File: config.mk
export PLATFORM = sky130hd
export DESIGN_NAME = ordena9
export DESIGN_NICKNAME = d
export VERILOG_FILES = /design/src/rtl/ordena9.sv
export SDC_FILE = /design/constraint.sdc
export NUM_CORES = 1
export LEC_CHECK = 0
export CORE_ASPECT_RATIO = 1.1
export CORE_MARGIN = 2
export CORE_UTILIZATION = 65
export CTS_CLUSTER_DIAMETER = 200
export DETAILED_ROUTE_END_ITERATION = 7
export DONT_BUFFER_PORTS = 1
export PLACE_DENSITY = 0.84
export RECOVER_POWER = 50
export SKIP_LAST_GASP = 1
export SYNTH_ARGS = -nofsm -noshare
export SYNTH_HDL_FRONTEND = slang
export SYNTH_SLANG_ARGS = --single-unit
File: constraint.sdc
create_clock -name clk -period 3.2 [get_ports clk]
set_input_delay 0.64 -clock clk [delete_from_list [all_inputs] [get_ports clk]]
set_output_delay 0.64 -clock clk [all_outputs]
set_load 0.1 [all_outputs]
File: src/rtl/ordena9.sv
// Nine-element odd-even transposition sorter: load on reset, one phase per clock.
// Optional build macro ORDENA9_EARLY_EXIT_EN stops after two consecutive swap-free phases.

module ordena9_cas #(
   parameter int WIDTH = 8
) (
   input  logic             i_en,
   input  logic [WIDTH-1:0] i_a,
   input  logic [WIDTH-1:0] i_b,
   output logic             o_swp
);
   assign o_swp = i_en && (i_a > i_b);
endmodule

module ordena9 #(
   parameter int WIDTH = 8
) (
   input  logic             clk,
   input  logic             reset,
   input  logic [WIDTH-1:0] entrada [8:0],
   output logic [WIDTH-1:0] saida   [8:0],
   output logic             flag
);
   typedef enum logic {SORT, DONE} state_t;

   state_t           r_state;
   logic [3:0]       r_phase;
   logic             r_flag;
   logic [WIDTH-1:0] r_d   [8:0];
   logic [WIDTH-1:0] w_nxt [8:0];
   logic [7:0]       w_swp;
   logic             w_done;

   // Pair (i,i+1) is active when i's parity matches the phase parity.
   genvar i;
   generate
      for (i = 0; i < 8; i++) begin : g_cas
         ordena9_cas #(.WIDTH(WIDTH)) u_cas (
            .i_en  ((i % 2 == 1) ? r_phase[0] : ~r_phase[0]),
            .i_a   (r_d[i]),
            .i_b   (r_d[i+1]),
            .o_swp (w_swp[i])
         );
      end
      for (i = 0; i < 9; i++) begin : g_nxt
         if (i == 0) begin : g_first
            assign w_nxt[i] = w_swp[0] ? r_d[1] : r_d[0];
         end else if (i == 8) begin : g_last
            assign w_nxt[i] = w_swp[7] ? r_d[7] : r_d[8];
         end else begin : g_mid
            assign w_nxt[i] = w_swp[i]   ? r_d[i+1] :
                              w_swp[i-1] ? r_d[i-1] : r_d[i];
         end
         assign saida[i] = r_d[i];
      end
   endgenerate

`ifdef ORDENA9_EARLY_EXIT_EN
   logic r_quiet;
   assign w_done = (r_phase == 4'd8) || (r_quiet && (w_swp == 8'd0));
`else
   assign w_done = (r_phase == 4'd8);
`endif

   assign flag = r_flag;

   always_ff @(posedge clk) begin
      if (reset) begin
         r_d     <= entrada;
         r_phase <= 4'd0;
         r_state <= SORT;
         r_flag  <= 1'b0;
`ifdef ORDENA9_EARLY_EXIT_EN
         r_quiet <= 1'b0;
`endif
      end else begin
         case (r_state)
            SORT: begin
               r_d     <= w_nxt;
               r_phase <= r_phase + 4'd1;
`ifdef ORDENA9_EARLY_EXIT_EN
               r_quiet <= (w_swp == 8'd0);
`endif
               if (w_done) begin
                  r_state <= DONE;
                  r_flag  <= 1'b1;
               end
            end
            default: ;  // DONE: result frozen until the next load
         endcase
      end
   end
endmodule

* Word-level counts from Yosys, hierarchy flattened
Index checks and enable logic that the tools add are counted.
** Word-level totals
- Bits in registers :: 78
- Latch bits :: 0
- Bits in writable memories :: 0
- ROM bits :: 0
- Output and inout port bits :: 73
- Memories kept :: 0
** Operators by class
- Add/subtract/negate cells :: 1
- Multiply operators :: 0
- Divide/modulo/power cells :: 0
- Order comparisons :: 8
- Equality and inequality tests :: 2
- Shift-type cells :: 0
- Multiplexer cells :: 20
- Bitwise gates (word level) :: 2
- Reductions and logical operators :: 27
** Operators by type and width (count)
- 72-bit 2-to-1 mux :: 2
- 8-bit 2-to-1 mux :: 16
- 8-bit greater-than comparator :: 8
- 3-bit nonzero test :: 7
- 2-bit AND reduction :: 10
- 1-bit logical AND :: 8
- 4-bit by 1-bit adder with 4-bit output (second input constant) :: 1
- 4-bit == test (second input constant) :: 1
- 2-bit nonzero test :: 2
- 1-bit 2-to-1 mux :: 2
- 2-bit != test (second input constant) :: 1
- 1-bit inverter :: 2

* Logic depth before layout (Yosys ltp)
Gate-level depths: netlist (run 1).
- Depth after elaboration :: 6
- Mapped depth :: 8

* By module
From an unflattened synthesis (run 1), not the netlist that was laid out.
** Unflattened totals
- Cell total of the unflattened synthesis :: 538
- Area, all modules :: 5576.6 µm²
** By module, submodules not included
- ordena9 :: instances 1, cells each 322, area each 3995.1 µm², seq. area each 2282.2 µm²
- ordena9_cas :: instances 8, cells each 27, area each 197.7 µm², seq. area each 0.0 µm²

* Worst setup path after synthesis (run 1)
OpenSTA, ideal clock, no wires.
- Path type :: register -> register
- From :: register r_d, in the netlist saida[23]
- To :: register r_d, in the netlist saida[10] (enable)
- Setup time :: 376 ps
- Arrival :: 2776 ps
- Setup slack :: 47 ps
- Stages on the path, launching flop included :: 9
- Path buffers :: 1
- Clock period less this slack :: 3153 ps
- Cell sequence :: edfxtp_1 > inv_1 > ha_1 > nand2_1 > o211ai_2 > o311ai_2 > or2_1 > buf_4 > o211ai_1
** Between the ends
- Longest elaborated chain between the ends :: 4
** Ends and longest elaborated chain
- start: declaration :: line 29 : logic [WIDTH-1:0] r_d [8:0];
- start signal: assignment :: line 69 : r_d <= entrada;
- start signal: assignment :: line 79 : r_d <= w_nxt;
- 8-bit greater-than comparator :: line 12 : assign o_swp = i_en && (i_a > i_b);
- 1-bit logical AND :: line 12
- 3-bit nonzero test (no line)
- 2-bit AND reduction (no line)
Every way passes these cells.
A chain may end at the register's enable or synchronous reset.

* Worst setup path in the final report (run 1)
- From :: register r_d, in the netlist saida[2]
- To :: register r_d, in the netlist saida[15] (enable)
The elaborated chain is that of the path after synthesis.

==> results of run 1 <==
-- kinds of logic (layout without fill, tap and decap cells) --
logic type | Yosys count | count (layout) | synth area share
compound gates | 225 | 225 | 0.249
simple gates | 154 | 154 | 0.143
buf+inv | 104 | 164 | 0.0694
flops | 78 | 78 | 0.391
fa+ha+maj | 66 | 66 | 0.141
xor+xnor | 3 | 3 | 0.00450
mux | 1 | 1 | 0.00171
-- worst min-delay path by stage --
stage                    start          to  slack, ns
floorplan           r_phase[3]  r_phase[3]       0.50
global placement    r_phase[3]  r_phase[3]       0.52
detailed placement  r_phase[3]  r_phase[3]       0.54
CTS                      reset     r_state       0.34
global route             reset  r_phase[2]       0.33
finish                   reset  r_phase[2]       0.35
-- final cells by class --
cell class | count | area (um2)
timing repair buffer | 75 | 327
multi-input combinational | 449 | 3150
inverter | 75 | 282
clock buffer | 10 | 128
clock inverter | 4 | 16.3
fill | 709 | 2450
tap | 114 | 143
sequential | 78 | 2280
-- metrics by stage --
step | utilization | std cells | setup slack, ns | instance area, um2
after floorplan | - | 631 | 0.0474 | 5840
final | 0.721 | 805 | 0.318 | 6330
after global routing | 0.721 | 805 | 0.187 | 6330
after CTS | 0.747 | 805 | 0.491 | 6570
after detailed placement | 0.731 | 791 | 0.506 | 6420
after global placement | 0.731 | 791 | 0.596 | 6420
-- layout by cell type, fill, tap and decap left out, types with 3 or more instances in the layout --
cell type	instances
a21o_1	7
a21oi_1	67
a21oi_2	3
a221o_1	16
a31oi_1	41
buf_4	12
clkbuf_1	64
clkbuf_8	9
clkinv_1	3
dfxtp_1	6
edfxtp_1	72
ha_1	66
inv_1	75
nand2_1	38
nand4_1	10
nor2_1	17
nor2b_1	49
nor3_1	3
nor3_2	3
nor4_1	15
o2111a_1	5
o2111ai_1	5
o211a_1	3
o211ai_1	5
o21ai_0	57
o22ai_1	6
or2_2	5
or3_1	5
-- flip-flops by register name (all words and copies together) (netlist names) --
signal and flops:
saida 72, r_phase 4, flag 1, r_state 1
-- metal layers --
layer / share of wire / track usage / vias to the layer above
li1: - / - / 2468
met1: 0.40 / 0.424 / 2485
met2: 0.46 / 0.535 / 293
met3: 0.099 / 0.0783 / 58
met4: 0.047 / 0.198 / 0
met5: 0 / 0 / -
-- worst register-to-register path, delay by kind of cell, from the launching register on --
family	cells	cell delay (ns)
adder cells (fa/ha/maj)	1	0.32
AO/OA/AOI/OAI	3	0.72
buffers and inverters	1	0.93
flip-flops	1	0.33
AND/OR/NAND/NOR	2	0.21
-- cell usage after synthesis (2+ instances only) --
cell type  instances  area [um2]
inv_1             75         282
nor3_2             3        30.0
nor2_1            17        63.8
dfxtp_1            6         120
or3_1              5        31.3
nand2_1           38         143
nor2b_1           49         307
nor3_1             3        15.0
nor4_1            15        93.8
clkbuf_1          23        86.3
a21oi_1           67         335
o22ai_1            6        37.5
a221o_1           16         160
or2_1              2        12.5
buf_2              3        15.0
a21oi_2            3        26.3
and3_1             2        12.5
a2111oi_4          2        55.1
ha_1              66         826
or2_2              5        31.3
nand2b_1           2        12.5
o2111a_1           5        56.3
o21ai_0           57         285
o211a_1            3        30.0
nand4_1           10        62.6
xor2_1             2        17.5
o21ai_1            2        10.0
o211ai_1           5        37.5
a21o_1             7        52.6
edfxtp_1          72        2160
o2111ai_1          5        43.8
a31oi_1           41         257
nand3_1            2        10.0
o311ai_2           2        32.5
==> impl_metrics.env, run 1 <==
export IMPL_core_um2=8780
export IMPL_drt_total_wl_mm=16.2
export IMPL_grt_max_degree=175
export IMPL_cp_cell_sequence="clkbuf_1, ha_1, nand4_1, o21ai_0, nor2_1, a21oi_1, o211ai_1"
export IMPL_worstSkewPairLatency_ns=0.36
export IMPL_gp_congestion=0.922
export IMPL_async_flop_share=0
export IMPL_setup_viol_count_final=0
export IMPL_ioPinCount=147
export IMPL_cts_sinks=78
export IMPL_synthCells=631
export IMPL_drtIter0Drc=411
export IMPL_die_w_um=94.4
export IMPL_crit_cells=7
export IMPL_critPathRequiredTime_ns=3.21
export IMPL_layout_drive_gt1_share=0.0550
export IMPL_drv_slew=0
export IMPL_crit_path_start_kind="register"
export IMPL_grt_usage=0.337
export IMPL_hpwl_mm=12.3
export IMPL_r2r_cells=7
export IMPL_worstSetupStartpoint="saida[2]"
export IMPL_via_per_inst=6.59
export IMPL_yosys_most_used_dff="edfxtp_1"
export IMPL_skew_ns=0.00867
export IMPL_nNetsFinal=828
export IMPL_drc=0
export IMPL_cp_slowest_stage_delay_ns=0.93
export IMPL_hold_depth=1
export IMPL_grt_pass1_vias=5085
export IMPL_rsz0062_at_grt="no"
export IMPL_r2r_end="saida[15]"
export IMPL_cts_buffers=9
export IMPL_die_area_um2=9760
export IMPL_cp_end_kind="register"
export IMPL_port_buffer_count=0
export IMPL_initial_core_util=0.665
export IMPL_via_count=5304
export IMPL_ant_nets=0
export IMPL_std_cell_rows=36
export IMPL_hp_class="in2reg"
export IMPL_timing_rr_start="saida[2]"
export IMPL_postCtsHoldBufs=0
export IMPL_synth_cell_area_um2=5840
export IMPL_hold_viol_final=0
export IMPL_synth_edf_count=72
export IMPL_grt_pass1_wl_mm=25.0
export IMPL_tritoncts="yes"
export IMPL_tightest_slew_ns=1.29
export IMPL_yosysSeqAreaShare=0.391
export IMPL_path_clk_slew_ns=0.07
export IMPL_critPathKind="reg2reg"
export IMPL_worstPathMaxFanout=8
export IMPL_dr_pass1_iters=5
export IMPL_tns_ns=0
export IMPL_worst_slew_margin_rel=0.138
export IMPL_rrSetupSlack_ns=0.32
export IMPL_syn_nets=771
export IMPL_gr_total_overflow=0
export IMPL_crit_buf_inv=1
export IMPL_cp_slowest_cell="clkbuf_1"
export IMPL_status="finished clean"
export IMPL_cts_setup_buffers=0
export IMPL_syn_avg_cell_area_um2=9.25
export IMPL_hold_slack_ns=0.347
export IMPL_synth_cell_types=44
export IMPL_period_share=0.901
export IMPL_maxCapViolCount=0
export IMPL_min_period_ns=2.88
export IMPL_cts_resized=0
export IMPL_critPathTopFamily="buffers and inverters"
export IMPL_ys_ff_latch=78
export IMPL_crit_arrival_ns=2.89
export IMPL_htreeDepth=3
export IMPL_n_antenna_cell=0
export IMPL_clk_path_buf_depth=2
export IMPL_die_h_um=103
export IMPL_ys_warn_count=0
export IMPL_clockRootBuffer="clkbuf_8"
export IMPL_routedWlPerCell_um=20.1
export IMPL_fmax_mhz=347
export IMPL_antenna_found_initial=0
export IMPL_critPathCapture="saida[15]"
export IMPL_area_growth_pct=8.38
Power of run 1 is not shown: default switching activity piles up to over one toggle a cycle in this logic, so the estimate is an artifact.
==> run 2: changes to the inputs <==
- CTS_BUF_LIST: unset -> sky130_fd_sc_hd__clkbuf_4 sky130_fd_sc_hd__clkbuf_8 sky130_fd_sc_hd__clkbuf_16
- TNS_END_PERCENT: unset -> 50
==> run 2 against run 1 <==
  * Sequential share of layout area about the same
  * Flip-flop and latch count unchanged
  * Routed wire length down 0.15%
  * Critical endpoint unchanged
  * Final cell count did not move
  * Register-to-register slack about the same
  * Global-route usage is the same
  * Worst hold slack is essentially flat
  * Fmax hardly changed
  * Count of clock-buffer cells in the layout did not move
  * Highest routed layer unchanged
  * Critical path depth is the same
  * Largest cell class unchanged
==> impl_metrics.env, run 2 (synthesis gave the netlist of run 1 again) <==
export IMPL_final_common_cell="inv_1"
export IMPL_min_period_ns=2.88
export IMPL_drt_total_wl_mm=16.2
export IMPL_status="finished clean"
export IMPL_htreeDepth=3
export IMPL_grt_pass1_vias=5085
export IMPL_port_buffer_count=0
export IMPL_tns_ns=0
export IMPL_cts_buffers=9
export IMPL_area_growth_pct=8.44
export IMPL_routedWlPerCell_um=20.1
export IMPL_cp_end_kind="register"
export IMPL_setup_viol_count_final=0
export IMPL_n_antenna_cell=0
export IMPL_tightest_slew_ns=1.29
export IMPL_grt_usage=0.337
export IMPL_die_area_um2=9760
export IMPL_fmax_mhz=347
export IMPL_postCtsHoldBufs=0
export IMPL_critPathRequiredTime_ns=3.21
export IMPL_use_met1=0.424
export IMPL_rrSetupSlack_ns=0.32
export IMPL_cts_setup_buffers=0
export IMPL_layout_common_cells="inv_1 (75), edfxtp_1 (72), a21oi_1 (67)"
export IMPL_worstSkewPairLatency_ns=0.36
export IMPL_crit_arrival_ns=2.89
export IMPL_largest_reg_flops=72
export IMPL_cp_cell_sequence="clkbuf_1, ha_1, nand4_1, o21ai_0, nor2_1, a21oi_1, o211ai_1"
export IMPL_ant_nets=0
export IMPL_critPathTopFamily="buffers and inverters"
export IMPL_via_per_inst=6.57
export IMPL_tritoncts="yes"
export IMPL_via_count=5286
export IMPL_hpwl_mm=12.3
export IMPL_antenna_found_initial=0
export IMPL_cp_slowest_stage_delay_ns=0.93
export IMPL_gr_total_overflow=0
export IMPL_dr_pass1_iters=5
export IMPL_gp_congestion=0.922
export IMPL_ioPinCount=147
export IMPL_worstPathMaxFanout=8
export IMPL_grt_pass1_wl_mm=25.0
export IMPL_std_cell_rows=36
export IMPL_hold_viol_final=0
export IMPL_skew_ns=0.00867
export IMPL_grt_busiest_layer="met2"
export IMPL_r2r_end="saida[15]"
export IMPL_hp_start="reset"
export IMPL_gr_usage_met3=0.0783
export IMPL_clk_path_buf_depth=2
export IMPL_grt_max_degree=175
export IMPL_hold_depth=1
export IMPL_rsz0062_at_grt="no"
export IMPL_worst_slew_margin_rel=0.138
export IMPL_drtIter0Drc=411
export IMPL_hp_class="in2reg"
export IMPL_cts_sinks=78
export IMPL_crit_buf_inv=1
export IMPL_cp_slowest_cell="clkbuf_1"
export IMPL_die_w_um=94.4
export IMPL_layout_drive_gt1_share=0.0564
export IMPL_core_um2=8780
export IMPL_timing_rr_start="saida[2]"
export IMPL_drv_slew=0
export IMPL_hold_end="r_phase[2]"
export IMPL_r2r_cells=7
export IMPL_path_clk_slew_ns=0.07
export IMPL_drc=0
export IMPL_grtUsageMet2=0.535
export IMPL_cts_resized=0
export IMPL_nNetsFinal=828
export IMPL_die_h_um=103
export IMPL_critPathKind="reg2reg"
export IMPL_crit_path_start_kind="register"
export IMPL_period_share=0.901
export IMPL_initial_core_util=0.665
export IMPL_clockRootBuffer="clkbuf_8"
export IMPL_maxCapViolCount=0
-- run 2: cell counts in the layout (fill, tap and decap cells not counted) --
No cell type changed its count.
-- run 2: worst register-to-register path: stages, from the launching register on --
cell and delay [ns]:
edfxtp_1 0.33, clkbuf_1 0.93, ha_1 0.32, nand4_1 0.14
o21ai_0 0.19, nor2_1 0.07, a21oi_1 0.19, o211ai_1 0.34
-- run 2: stage by stage --
step / setup slack [ns] / util / hold WS, ns / cell area [um2] / instances
4_1_cts: 0.491 / 0.748 / 0.336 / 6570 / 805
3_5_place_dp: 0.506 / 0.731 / 0.538 / 6420 / 791
3_3_place_gp: 0.596 / 0.731 / 0.518 / 6420 / 791
2_1_floorplan: 0.0474 / - / 0.500 / 5840 / 631
6_report: 0.318 / 0.721 / 0.348 / 6330 / 805
5_1_grt: 0.187 / 0.721 / 0.331 / 6330 / 805
-- run 2: layout make-up --
type                            instances  area [um2]
Clock buffer                           10         131
Multi-Input combinational cell        449        3150
Fill cell                             709        2450
Sequential cell                        78        2280
Tap cell                              114         143
Clock inverter                          4        16.3
Timing Repair Buffer                   75         327
Inverter                               75         282
-- run 2: worst max path at each step --
stage                     cells past startpoint  startpoint         to  slack [ns]
final                                         7    saida[2]  saida[15]        0.32
after global routing                          7    saida[2]  saida[15]        0.19
after CTS                                     7   saida[23]  saida[12]        0.49
after detailed placement                      7   saida[23]   saida[8]        0.51
after global placement                        7   saida[21]  saida[21]        0.60
after floorplan                               8   saida[23]  saida[10]        0.05
-- run 2: metal layers --
layer / share of wire / wire length [um]
met5: 0 / 0
met4: 0.047 / 766
met3: 0.098 / 1580
met2: 0.46 / 7370
met1: 0.40 / 6440
Power of run 2 is left out for the same reason.
==> run 3: changes to the inputs <==
- ABC_CLOCK_PERIOD_IN_PS: unset -> 3200
- CORE_ASPECT_RATIO: 1.1 -> unset
==> run 3 against run 2 <==
  * Flip-flop and latch count did not move
  * Design area up 0.32%
  * First-iteration DRC count grew 19%
  * Setup slack better by 0.0041 ns
  * Worst hold slack gained 0.024 ns
  * Global-route usage decreased by 1.1 points
  * Via count is 1.1% higher
  * Fmax up 0.14%
  * Die area hardly changed
==> impl_metrics.env, run 3 (synthesis gave the netlist of run 1 again) <==
export IMPL_worst_slew_margin_rel=0.116
export IMPL_die_area_um2=9760
export IMPL_drtIter0Drc=488
export IMPL_status="finished clean"
export IMPL_htreeDepth=3
export IMPL_maxCapViolCount=0
export IMPL_crit_cells=7
export IMPL_final_common_cell="inv_1"
export IMPL_clk_path_buf_depth=2
export IMPL_cts_buffers=9
export IMPL_layout_common_cells="inv_1 (75), edfxtp_1 (72), a21oi_1 (67)"
export IMPL_cts_setup_buffers=0
export IMPL_fin_ws_ns=0.322
export IMPL_crit_top_cell="o211ai_1"
export IMPL_critPathTopFamily="buffers and inverters"
export IMPL_cts_sinks=78
export IMPL_drv_slew=0
export IMPL_timing_rr_start="saida[8]"
export IMPL_tritoncts="yes"
export IMPL_cp_end_kind="register"
export IMPL_hp_start="reset"
export IMPL_grt_usage=0.326
export IMPL_grt_max_degree=175
export IMPL_ioPinCount=147
export IMPL_postCtsHoldBufs=0
export IMPL_hpwl_mm=12.3
export IMPL_tns_ns=0
export IMPL_grt_pass1_vias=5052
export IMPL_drc=0
export IMPL_nNetsFinal=829
export IMPL_worstSkewPairLatency_ns=0.36
export IMPL_n_antenna_cell=0
export IMPL_initial_core_util=0.670
export IMPL_core_um2=8720
export IMPL_routedWlPerCell_um=20.3
export IMPL_cts_resized=0
export IMPL_drt_total_wl_mm=16.3
export IMPL_place_ws_ns=0.487
export IMPL_worstPathMaxFanout=8
export IMPL_period_share=0.899
export IMPL_cp_slowest_stage_delay_ns=0.98
export IMPL_setup_viol_count_final=0
export IMPL_final_util=0.728
export IMPL_antenna_found_initial=0
export IMPL_layout_drive_gt1_share=0.0649
export IMPL_hold_viol_final=0
export IMPL_crit_path_start_kind="register"
export IMPL_tightest_slew_ns=1.33
export IMPL_critPathRequiredTime_ns=3.20
export IMPL_port_buffer_count=0
export IMPL_critPathKind="reg2reg"
export IMPL_via_count=5345
export IMPL_skew_ns=0.0125
export IMPL_r2r_cells=7
export IMPL_hp_class="in2reg"
export IMPL_crit_arrival_ns=2.88
export IMPL_ant_nets=0
export IMPL_via_per_inst=6.67
export IMPL_gr_total_overflow=0
export IMPL_std_cell_rows=34
export IMPL_cp_cell_sequence="clkbuf_1, ha_1, nor2b_1, o211ai_1, a21oi_1, o221ai_1, o211ai_1"
export IMPL_worstSetupStartpoint="saida[8]"
export IMPL_cp_slowest_cell="clkbuf_1"
export IMPL_min_period_ns=2.88
export IMPL_largest_reg_flops=72
export IMPL_die_h_um=98.8
export IMPL_clockRootBuffer="clkbuf_8"
export IMPL_fmax_mhz=347
export IMPL_grt_pass1_wl_mm=25.4
export IMPL_die_w_um=98.8
export IMPL_rsz0062_at_grt="no"
export IMPL_crit_buf_inv=1
export IMPL_dr_pass1_iters=7
export IMPL_path_clk_slew_ns=0.07
export IMPL_hold_depth=1
export IMPL_area_growth_pct=8.79
export IMPL_gp_congestion=0.917
export IMPL_fillers=670
## run 3: layout make-up
class                           count  area (um2)  area share
Sequential cell                    78        2280       0.359
Clock inverter                      2        10.0     0.00158
Timing Repair Buffer               76         338      0.0532
Tap cell                          108         135      0.0213
Inverter                           75         282      0.0443
Clock buffer                       13         154      0.0242
Multi-Input combinational cell    449        3150       0.496
## run 3: routing by layer
metal | global-route usage | part of all wire
met5 | 0 | 0
met4 | 0.109 | 0.025
met3 | 0.0716 | 0.11
met2 | 0.528 | 0.47
met1 | 0.439 | 0.39
## run 3: path summary, 6_finish.rpt
check                    end  slack, ns
hold / removal    r_phase[1]       0.37
setup / recovery    saida[9]       0.32
setup reg to reg    saida[9]       0.32
hold reg to reg      r_state       0.55
## run 3: metrics by stage
stage               instances  area (um2)  hold slack (ns)
floorplan                 631        5840            0.500
global placement          786        6420            0.514
detailed placement        786        6420            0.536
CTS                       801        6590            0.360
global route              801        6350            0.382
finish                    801        6350            0.371
Power of run 3 is left out for the same reason.
==> variant 1 (config.mk and constraints of run 1) <==
Build with the macro `ORDENA9_EARLY_EXIT_EN` defined.
--- a/src/rtl/ordena9.sv
+++ b/src/rtl/ordena9.sv
@@ -2,2 +2,4 @@
 // Optional build macro ORDENA9_EARLY_EXIT_EN stops after two consecutive swap-free phases.
+
+`define ORDENA9_EARLY_EXIT_EN
 
Function: changed (a bounded check fails within 4 cycles, from zero or initial values and one cycle with reset high).
==> variant 1 against run 1 <==
- design area is 3.7% lower
- area after synthesis fell by 4.9%
- sequential cell count rose by 1
- synthesized cell count down 1.4%
- cell count decreased by 0.62%
- highest routed layer unchanged
- routed wire length down 6.8%
- critical path type unchanged
- maximum frequency rose by 3.5%
- setup slack better by 0.096 ns
Power is left out: the tool's default activity adds up to more than one toggle a clock period on the data nets, which glitch-free logic cannot reach.
==> variant 1: results (changes against run 1) <==
Synth cell count leaders -> nand2_1, a21oi_1, edfxtp_1
Layout Nets -> 824 (-0.48%)
Ranking of synthesized cells by area -> edfxtp_1, ha_1, a21oi_1, nand2_1, o21ai_0
First-pass GRT wire length -> 23450 um (-6.3%)
WP data arrival -> 3.07 ns (+0.18 ns)
CP max FO -> 17 (+9)
Drt initial violations -> 372 (-9.5%)
Placed insts -> 784 (-0.88%)
Detail Placement HPWL -> 11330 um (-8.1%)
Fillers -> 662 (-6.6%)
Clk pin slew, worst setup/hold paths -> 0.09 ns (+0.02 ns)
Rel. slew slack -> 14.19% (+0.43 points)
GRT Util Overall -> 32.81% (-0.88 points)
Outcome -> finished clean
Placer Congestion -> 0.9244 (+0.25%)
R2R depth -> 9 (+2)
Syn_nets -> 762 (-1.2%)
Count of non-filler cells in the finished layout -> 800 (-0.62%)
Wirelength per Cell -> 18.86 um (-6.2%)
Clk_skew -> 0.01007 ns (+0.001406 ns)
Most frequent cell after synthesis -> nand2_1
Largest net degree at the start of global routing -> 164 (-6.3%)
Syn_area_per_cell -> 8.931 um2 (-3.5%)
R2R Path Start -> saida[25]$_DFFE_PP_
Via Count -> 4896 (-7.7%)
Worst reg2reg endpoint -> flag$_SDFFE_PP0P_
Register area share after synthesis -> 41.44% (+2.4 points)
Layout cells sized above 1 -> 5.951% (+0.45 points)
Reg2reg setup slack -> 0.41 ns (+0.10 ns)
First-pass DRT Iterations -> 7 (+2)
Unique masters post-synth -> 39 (-11%)
Post-Place Setup Slack -> 0.5109 ns (+0.005030 ns)
-- variant 1: critical path, cell delays in order (launching register included) --
cell	delay, ns
edfxtp_1	0.52
ha_1	0.36
nor2b_1	0.15
o211ai_2	0.13
a21oi_1	0.11
o21ai_4	0.14
clkbuf_1	0.52
o2111ai_1	0.29
nand4bb_4	0.30
o31ai_2	0.18
-- variant 1: worst max path at each step --
stage,end,slack (ns),cells past startpoint,from
after global placement,saida[44]$_DFFE_PP_,0.70,8,saida[45]$_DFFE_PP_
after floorplan,saida[24]$_DFFE_PP_,0.14,10,saida[33]$_DFFE_PP_
after detailed placement,saida[49]$_DFFE_PP_,0.51,7,saida[41]$_DFFE_PP_
final,flag$_SDFFE_PP0P_,0.41,9,saida[25]$_DFFE_PP_
after global routing,flag$_SDFFE_PP0P_,0.21,9,saida[37]$_DFFE_PP_
after CTS,saida[25]$_DFFE_PP_,0.51,8,saida[25]$_DFFE_PP_
-- variant 1: metrics by stage --
step	utilization [%]	hold slack, ns	instance area, um2
global placement	74.09	0.4833	6165
floorplan	-	0.4721	5555
CTS	76.53	0.3318	6367
global route	73.26	0.3323	6096
detailed placement	74.09	0.4861	6165
finish	73.26	0.3411	6096
-- variant 1: kinds of logic (layout without fill, tap and decap cells) --
kind of cell | Yosys count | in the layout | synth area share [%]
buffers and inverters | 96 | 163 | 6.667
DFF | 79 | 79 | 41.44
adders and majority gates | 66 | 66 | 14.86
xor gates and xnor gates | 3 | 3 | 0.4731
and+or+nand+nor | 179 | 179 | 14.21
AOI/OAI and AO/OA | 181 | 181 | 19.10
muxes | 18 | 18 | 3.243
-- variant 1: final cells by class --
type / count / area (um2) / share of cell area [%]
multi-input combinational: 447 / 2867 / 47.02
clock inverter: 7 / 78.83 / 1.293
tap: 111 / 138.9 / 2.278
sequential: 79 / 2302 / 37.77
inverter: 70 / 262.8 / 4.310
timing repair buffer: 77 / 322.8 / 5.296
clock buffer: 9 / 123.9 / 2.032
-- variant 1: per-layer routing --
metal,global-route usage (%),routed length (um)
met1,38.03,5581
met2,56.73,7671
met3,7.554,1382
met4,17.57,452
met5,0,0
==> variant 2 (settings of run 1) <==
Made on the original files. Register the output `flag` once more; this adds one clock of latency there. The other outputs are not delayed to match.
--- a/src/rtl/ordena9.sv
+++ b/src/rtl/ordena9.sv
@@ -64,3 +64,5 @@
 
-   assign flag = r_flag;
+   always_ff @(posedge clk) begin
+      flag <= r_flag;
+   end
 
Formal check against the unedited RTL: not equivalent (Yosys sat finds a counterexample within 10 cycles, from zero or initial values and one cycle with reset high).
==> variant 2 against run 1 <==
- area after synthesis is 0.34% higher
- count of clock-buffer cells in the layout is 4 higher
- highest routed layer unchanged
- setup slack worse by 0.022 ns
- sequential cell count is 1 higher
- routed wire length is 3.5% higher
- design area is 1.1% higher
Power is not shown: default switching activity piles up to over one toggle a cycle in this logic, so the estimate is an artifact.
==> variant 2: results (changes against run 1) <==
Vias per cell -> 6.588 (about the same)
First-pass GRT wire length -> 26170 um (+4.6%)
Syn_nets -> 772 (+0.13%)
Detail Placement HPWL -> 12740 um (+3.3%)
Ranking of synthesized cells by area -> edfxtp_1, ha_1, a21oi_1, nor2b_1, o21ai_0
Initial Util -> 66.37% (-0.11 points)
Slowest stage cell on the critical path -> a2111oi_4
Worst setup startpoint -> saida[61]$_DFFE_PP_
Placer Congestion -> 0.9286 (+0.70%)
Max reg flops -> 72 (unchanged)
Hold Crit Depth -> 1 (unchanged)
R2R depth -> 6 (-1)
Wirelength per Cell -> 20.73 um (+3.1%)
Post-CTS setup buffer count -> 0 (unchanged)
Yosys warnings -> 0 (unchanged)
Drt initial violations -> 547 (+33%)
Ant. Diodes -> 0 (unchanged)
Outcome -> finished clean
Reg2reg setup slack -> 0.30 ns (-0.02 ns)
Ys async rst share -> 0% (unchanged)
DP Area -> 6441 um2 (+0.31%)
WP data arrival -> 2.95 ns (+0.06 ns)
Vias in the first global route -> 5180 (+1.9%)
Register area share after synthesis -> 39.29% (+0.21 points)
First-pass DRT Iterations -> 6 (+1)
Slowest stage delay, CP -> 0.68 ns (-0.25 ns)
Layout Nets -> 829 (+0.12%)
Layout cells sized above 1 -> 5.908% (+0.41 points)
Grt met2 use -> 57.19% (+3.7 points)
Fin crit period -> 2.904 ns (+0.02171 ns)
Clock Path Buffers -> 2 (unchanged)
CP max FO -> 10 (+2)
Post-CTS sizing -> 0 (unchanged)
GRT Util Overall -> 34.68% (+0.99 points)
M3 GR Usage -> 5.745% (-2.1 points)
Worst-Skew Late Latency -> 0.37 ns
Worst hold start -> reset
H-tree depth reported by CTS -> 3 (unchanged)
Synth cell count leaders -> inv_1, edfxtp_1, a21oi_1
Post-Place Setup Slack -> 0.4441 ns (-0.06173 ns)
Rel. slew slack -> 12.81% (-0.95 points)
Clk_skew -> 0.004311 ns (-0.004357 ns)
M1 GR Usage -> 45.02% (+2.6 points)
## variant 2: changes by cell type after synthesis, sizes merged
cell          run 1  this run
dfxtp             6         7
## variant 2: through the flow
stage | utilization (%) | std cells | hold WS, ns
global route | 72.49 | 808 | 0.3443
floorplan | - | 632 | 0.3316
finish | 72.49 | 808 | 0.3398
detailed placement | 72.96 | 792 | 0.3373
global placement | 72.96 | 792 | 0.3454
CTS | 75.17 | 808 | 0.3433
## variant 2: logic make-up after synthesis
kind of cell             after synthesis  synth area share, %
AND/OR/NAND/NOR                      154                14.22
buffers and inverters                104                6.918
AO/OA/AOI/OAI                        225                24.86
flip-flops                            79                39.29
adder cells (fa/ha/maj)               66                14.09
XOR/XNOR                               3               0.4485
multiplexers                           1               0.1708
## variant 2: worst paths after layout
kind,to
setup / recovery,saida[71]$_DFFE_PP_
hold / removal,r_flag$_SDFFE_PP0P_
setup reg to reg,saida[71]$_DFFE_PP_
hold reg to reg,flag$_DFF_P_
## variant 2: area by class of cell
class	instances	area, um2
Multi-Input combinational cell	449	3152
Fill cell	710	2429
Sequential cell	79	2302
Timing Repair Buffer	75	326.6
Inverter	75	281.5
Clock buffer	14	185.2
Tap cell	114	142.6
Clock inverter	2	10.01
## variant 2: routing by layer
layer / vias to the layer above / part of all wire (%)
li1: 2475 / -
met3: 44 / 9.7
met5: - / 0
met4: 0 / 3.3
met1: 2488 / 39
met2: 316 / 48
## variant 2: critical path: cells and delay by family (launching register included)
family	cells	cell delay [ns]
AOI/OAI and AO/OA	4	1.38
adders and majority gates	1	0.35
and+or+nand+nor	1	0.40
DFF	1	0.45
